### src/rtl/uart_pkg.sv
`default_nettype none
// ============================================================================
//  Module      : uart_pkg
//  Description : Shared constants and types for the UART transmit arbiter:
//                byte width, default watchdog depth and one-hot FSM codes.
//  Revision    : 1.0 - initial release
// ============================================================================
package uart_pkg;

    // Width of one UART payload byte
    localparam int UART_BYTE_W         = 8;

    // Default watchdog depth; must exceed one full frame at the slowest baud
    localparam int DEFAULT_TIMEOUT_CYC = 256;

    // One-hot state codes for the transfer sequencer
    localparam int              ST_W      = 4;
    localparam logic [ST_W-1:0] ST_IDLE   = 4'b0001;
    localparam logic [ST_W-1:0] ST_LAUNCH = 4'b0010;
    localparam logic [ST_W-1:0] ST_WAIT   = 4'b0100;
    localparam logic [ST_W-1:0] ST_ACK    = 4'b1000;

    typedef enum logic [ST_W-1:0] {
        S_IDLE   = ST_IDLE,
        S_LAUNCH = ST_LAUNCH,
        S_WAIT   = ST_WAIT,
        S_ACK    = ST_ACK
    } arb_state_e;

endpackage : uart_pkg
`default_nettype wire

### src/rtl/rr_pick.sv
`default_nettype none
// ============================================================================
//  Module      : rr_pick
//  Description : Combinational round-robin selector. Searches the request
//                vector starting one position above the last grant, wrapping
//                around, and returns the first asserted index.
//  Revision    : 1.0 - initial release
// ============================================================================
module rr_pick #(
    parameter int NUM_REQ = 4,
    parameter int IDX_W   = (NUM_REQ > 1) ? $clog2(NUM_REQ) : 1
) (
    input  logic [NUM_REQ-1:0] req_i,
    input  logic [IDX_W-1:0]   last_i,
    output logic               valid_o,
    output logic [IDX_W-1:0]   idx_o
);

    // Wide enough to hold base + offset (< 2*NUM_REQ) without overflow
    localparam int SUM_W = IDX_W + 2;

    logic [2*NUM_REQ-1:0] w_dbl;
    logic [NUM_REQ-1:0]   w_rot;
    logic [SUM_W-1:0]     w_base_raw;
    logic [SUM_W-1:0]     w_base;
    logic [SUM_W-1:0]     w_off;
    logic [SUM_W-1:0]     w_sum;

    // Doubling the vector turns the wrap-around search into a plain slice
    assign w_dbl      = {req_i, req_i};
    assign w_base_raw = SUM_W'(last_i) + SUM_W'(1);
    assign w_base     = (w_base_raw >= SUM_W'(NUM_REQ)) ? '0 : w_base_raw;
    assign w_rot      = w_dbl[w_base +: NUM_REQ];

    // Lowest set bit of the rotated vector is the nearest requester after last
    always_comb begin
        w_off = '0;
        for (int j = NUM_REQ - 1; j >= 0; j--) begin
            if (w_rot[j]) begin
                w_off = SUM_W'(j);
            end
        end
    end

    assign w_sum   = w_base + w_off;
    assign idx_o   = (w_sum >= SUM_W'(NUM_REQ)) ? IDX_W'(w_sum - SUM_W'(NUM_REQ))
                                                : IDX_W'(w_sum);
    assign valid_o = |req_i;

endmodule : rr_pick
`default_nettype wire

### src/rtl/uart_tx_arbiter.sv
`default_nettype none
// ============================================================================
//  Module      : uart_tx_arbiter
//  Description : Shares one uart_tx byte transmitter between NUM_REQ
//                requesters. Round-robin grant, one-cycle start pulse, waits
//                for the transmitter's done pulse (guarded by a watchdog),
//                then acknowledges the served requester for one cycle.
//  Revision    : 1.0 - initial release
// ============================================================================
module uart_tx_arbiter
    import uart_pkg::*;
#(
    parameter int NUM_REQ     = 4,
    parameter int TIMEOUT_CYC = DEFAULT_TIMEOUT_CYC
) (
    input  logic                           clk,
    input  logic                           rst,
    input  logic [NUM_REQ-1:0]             req_i,
    input  logic [UART_BYTE_W*NUM_REQ-1:0] data_i,
    output logic [NUM_REQ-1:0]             ack_o,
    output logic                           err_o,
    output logic                           busy_o,
    output logic                           tx_en_o,
    output logic [UART_BYTE_W-1:0]         tx_data_o,
    input  logic                           tx_done_i
);

    localparam int IDX_W = (NUM_REQ > 1) ? $clog2(NUM_REQ) : 1;
    localparam int CNT_W = (TIMEOUT_CYC > 1) ? $clog2(TIMEOUT_CYC) : 1;

    localparam logic [IDX_W-1:0] LAST_RST = IDX_W'(NUM_REQ - 1);
    localparam logic [CNT_W-1:0] WD_LAST  = CNT_W'(TIMEOUT_CYC - 1);

    arb_state_e               state_q, state_d;
    logic [IDX_W-1:0]         sel_q, sel_d;
    logic [IDX_W-1:0]         last_q, last_d;
    logic [CNT_W-1:0]         wd_q, wd_d;
    logic [NUM_REQ-1:0]       ack_q, ack_d;
    logic                     err_q, err_d;
    logic                     busy_q, busy_d;
    logic                     tx_en_q, tx_en_d;
    logic [UART_BYTE_W-1:0]   tx_data_q, tx_data_d;

    logic                     w_pick_valid;
    logic [IDX_W-1:0]         w_pick_idx;
    logic [UART_BYTE_W-1:0]   w_pick_byte;

    rr_pick #(
        .NUM_REQ (NUM_REQ),
        .IDX_W   (IDX_W)
    ) u_rr_pick (
        .req_i   (req_i),
        .last_i  (last_q),
        .valid_o (w_pick_valid),
        .idx_o   (w_pick_idx)
    );

    // Byte of the would-be winner, captured only when the grant is made
    always_comb begin
        w_pick_byte = '0;
        for (int k = 0; k < NUM_REQ; k++) begin
            if (w_pick_idx == IDX_W'(k)) begin
                w_pick_byte = data_i[k*UART_BYTE_W +: UART_BYTE_W];
            end
        end
    end

    // Next-state and registered-output logic of the transfer sequencer
    always_comb begin
        state_d   = state_q;
        sel_d     = sel_q;
        last_d    = last_q;
        wd_d      = wd_q;
        ack_d     = '0;
        err_d     = 1'b0;
        tx_en_d   = 1'b0;
        tx_data_d = tx_data_q;

        case (state_q)
            S_IDLE: begin
                if (w_pick_valid) begin
                    sel_d     = w_pick_idx;
                    tx_data_d = w_pick_byte;
                    tx_en_d   = 1'b1;
                    state_d   = S_LAUNCH;
                end
            end
            S_LAUNCH: begin
                wd_d    = '0;
                state_d = S_WAIT;
            end
            S_WAIT: begin
                // Done has priority over a same-cycle watchdog expiry
                if (tx_done_i) begin
                    ack_d[sel_q] = 1'b1;
                    state_d      = S_ACK;
                end else if (wd_q == WD_LAST) begin
                    ack_d[sel_q] = 1'b1;
                    err_d        = 1'b1;
                    state_d      = S_ACK;
                end else begin
                    wd_d = wd_q + CNT_W'(1);
                end
            end
            S_ACK: begin
                last_d  = sel_q;
                state_d = S_IDLE;
            end
            default: begin
                state_d = S_IDLE;
            end
        endcase

        busy_d = (state_d != S_IDLE);
    end

    // State and output registers; reset aborts any transfer without an ack
    always_ff @(posedge clk or posedge rst) begin
        if (rst) begin
            state_q   <= S_IDLE;
            sel_q     <= '0;
            last_q    <= LAST_RST;
            wd_q      <= '0;
            ack_q     <= '0;
            err_q     <= 1'b0;
            busy_q    <= 1'b0;
            tx_en_q   <= 1'b0;
            tx_data_q <= '0;
        end else begin
            state_q   <= state_d;
            sel_q     <= sel_d;
            last_q    <= last_d;
            wd_q      <= wd_d;
            ack_q     <= ack_d;
            err_q     <= err_d;
            busy_q    <= busy_d;
            tx_en_q   <= tx_en_d;
            tx_data_q <= tx_data_d;
        end
    end

    assign ack_o     = ack_q;
    assign err_o     = err_q;
    assign busy_o    = busy_q;
    assign tx_en_o   = tx_en_q;
    assign tx_data_o = tx_data_q;

endmodule : uart_tx_arbiter
`default_nettype wire

### config.mk
export PLATFORM = sky130hd
export DESIGN_NAME = uart_tx_arbiter
export DESIGN_NICKNAME = d
export VERILOG_FILES = /design/src/rtl/uart_pkg.sv /design/src/rtl/rr_pick.sv /design/src/rtl/uart_tx_arbiter.sv
export SDC_FILE = /design/constraint.sdc
export NUM_CORES = 1
export LEC_CHECK = 0
export CAP_MARGIN = 10
export CORE_AREA = 4 4 72 91
export DETAILED_ROUTE_END_ITERATION = 10
export DIE_AREA = 0 0 76 95
export GPL_TIMING_DRIVEN = 0
export SYNTH_ARGS = -nofsm -noshare
export SYNTH_HDL_FRONTEND = slang
export SYNTH_SLANG_ARGS = --single-unit
export TNS_END_PERCENT = 5
### constraint.sdc
create_clock -name clk -period 2.56 [get_ports clk]
set_input_delay 0.64 -clock clk [delete_from_list [all_inputs] [get_ports clk]]
set_output_delay 0.64 -clock clk [all_outputs]
set_load 0.01 [all_outputs]
==> impl_results.md <==
* Number of H-tree levels at 2
* Worst Max-Slew Pin Slew at 909 ps
* Ant diodes at 0
* Post-synth EDFFs at 0
* R2r setup slk at 210 ps
* Switching share of power at 39.3%
* Final period util at 93.9%
* Share of cells above drive strength 1 at 16.8%
* # DRC at 0
* Clk_skew at 5.56 ps
* Gr usage total at 14.4%
* Initial antenna violation count at 0
* Total CTS buffers at 5
* Via density at 5.27
* CTS tree: done
* Met1 Usage GRT at 17.9%
* Comb pwr share at 53.4%
* Gate Count Post-Synth at 221
* Nets at 326
* # IOs at 54
* Hpwl dp at 3.92 mm
* I/O Buffers at 52
* M3 GR Usage at 3.15%
* Startpoint types: input pin
* CP required at 2700 ps
* Most Crowded Layer GR: met2
* Async SR Flop Fraction at 100%
* Root Buffer: clkbuf_8
* Global-route wire length before repair at 8.55 mm
* RSZ-0062 raised after global routing: false
* Synth warnings at 0
* Grt total ovfl at 0
* Syn nets at 262
* Critical Path AT at 2550 ps
* NetSw at 1.07 mW
* Die W at 76 um
* Num rows at 31
* DR vias at 1856
* Final Wtd Congestion at 0.855
* Seq cells post-synth at 31
* Status: finished, final reports clean
* Initial drt markers at 52
* Met2 Use GR at 24.5%
* Sequential share of the synthesized area at 39.7%
* Setup-failing EPs final at 0
* Fmax at 0.416 GHz
* Routed Antenna Nets at 0
* Setup TNS at 0 ps
* Slew Limit Headroom at 38.6%
* Clk slew on worst S/H paths at 60 ps
* Pins over their slew limit at 0
* Yosys cell types at 53
* PD cells at 974 nW/um^2
* Vias in the first global route at 1791
* Starting Density at 34.4%
* Routed len/inst at 14.5 um
* Total Routed Length at 5.11 mm
* Max_cap viols at 0
* Hold buffer count at CTS at 0
* P_leak at 1.14 nW
* VDD IR max at 0.000400 V
* HP Class: register to register
* Ys flop type: dfrtp_1
* CORE AREA at 5700 um^2
* Die H at 95 um
* CP Max Fanout at 10
* Crit. End Element: register
* Worst skew pair latency at 280 ps
* Area Growth Syn to Fin at 41.7%
* Largest net degree at the start of global routing at 32
* Die area at 7220 um^2
* CP Class: input pin to register
* Sequential share of power at 28.4%
* Syn Area/Cell at 8.88 um^2
* Minimum clock period at 2400 ps
* Max Buffers Root-to-Sink at 2
* Pre-antenna DRT Iters at 4
* Clk sink count at 31
* Fin. Hold Viols at 0
* Final Core Density at 48.8%
* Netlist area before placement at 1960 um^2
* Clock power frac at 18.2%
* Internal Pwr Total at 1.64 mW
logic make-up (layout without fill, tap and decap cells):
logic type      Yosys count  count (layout)  synth area share, %
fa+ha+maj                 2               2                 1.28
xor+xnor                  5               5                 2.23
mux                       4               4                 2.30
flops                    31              31                 39.7
compound gates           62              62                 23.7
buf+inv                  22              87                 5.36
simple gates             95              95                 25.4
final cells by class:
type	count	area (um^2)
Inverter	8	30.0
Buffer	14	83.8
Tap cell	66	82.6
Fill cell	552	2920
Sequential cell	31	779
Clock inverter	2	35.0
Timing Repair Buffer	57	576
Clock buffer	6	82.6
Multi-Input combinational cell	168	1110
placed cells by master, fill, tap and decap left out, types with 7 or more instances in the layout:
cell type         n
o2bb2ai_1         7
dfrtp_1          28
nand4_1          11
buf_2             7
nand2_1          29
o211ai_1          7
nor2_1           21
inv_1             8
a221oi_1          8
clkdlybuf4s50_1  52
o21ai_0          12
power by group through the flow:
stage	clock [mW]	sequential [mW]	combinational, mW
finish	0.494	0.769	1.44
global route	0.531	0.791	1.62
CTS	0.506	0.771	1.38
detailed placement	0	0.779	1.36
global placement	0	0.779	1.34
floorplan	0	0.792	0.855
critical path: stages:
cell and delay (ps):
clkdlybuf4s50_1 530, buf_2 260, a211oi_1 90, o41ai_2 390, mux2_1 390, a21oi_1 160, o41ai_2 100
flip-flops by register name, summed over array words and instances (netlist names):
register	flops
state_q	4
err_o	1
ack_o	4
tx_en_o	1
tx_data_o	8
sel_q	2
wd_q	8
busy_o	1
last_q	2
cell usage after synthesis, drive strengths merged (3+ instances only):
library cell	instances	area (um^2)
a21oi	8	43.8
nand2	29	109
nor4b	5	50.0
buf	10	60.1
clkbuf	4	15.0
and3	4	25.0
xor2	5	43.8
or2	3	18.8
dfstp	3	78.8
inv	8	30.0
nand4	11	68.8
a221oi	8	70.1
o41ai	3	33.8
nor2b	5	31.3
nand2b	3	18.8
o21ai	14	73.8
o211ai	7	52.6
dfrtp	28	701
o2bb2ai	7	61.3
mux2	4	45.0
nand3	4	20.0
nor2	23	96.4
metal layers:
layer  up-vias  wire [um]
li1        942          -
met1       863       2230
met2        45       2570
met3         6        240
met4         0         70
met5         -          0
path summary, 6_finish.rpt:
kind                                        from                        to  cells past startpoint
max                                     req_i[3]  tx_data_o[1]$_DFFE_PP0P_                      7
min                         sel_q[1]$_DFFE_PP0P_        ack_o[1]$_DFF_PP0_                      1
max reg2reg                last_q[1]$_DFFE_PP1N_  tx_data_o[1]$_DFFE_PP0P_                      8
min reg2reg                 sel_q[1]$_DFFE_PP0P_        ack_o[1]$_DFF_PP0_                      1
max in group asynchronous                    rst     last_q[1]$_DFFE_PP1N_                      3
min in group asynchronous                    rst  tx_data_o[4]$_DFFE_PP0P_                      2
metrics by stage:
| stage | cell area [um^2] | power [mW] | std cells | hold slack [ps] | setup WS, ps |
|---|---|---|---|---|---|
| after detailed placement | 2570 | 2.14 | 340 | 512 | -554 |
| after global routing | 2780 | 2.94 | 352 | 557 | 4.18 |
| final | 2780 | 2.71 | 352 | 515 | 156 |
| after floorplan | 1960 | 1.65 | 221 | 469 | 332 |
| after CTS | 2710 | 2.66 | 348 | 521 | 39.8 |
| after global placement | 2560 | 2.12 | 339 | 510 | -557 |
timing repair:
| action | 4_1_cts | 5_1_grt |
|---|---|---|
| setup endpoints to repair | 11 | 9 |
| gates resized for setup | 5 | 8 |
| setup buffers | 0 | 3 |
| pin swaps | 0 | 2 |
Power figures use the tool's default switching activity.
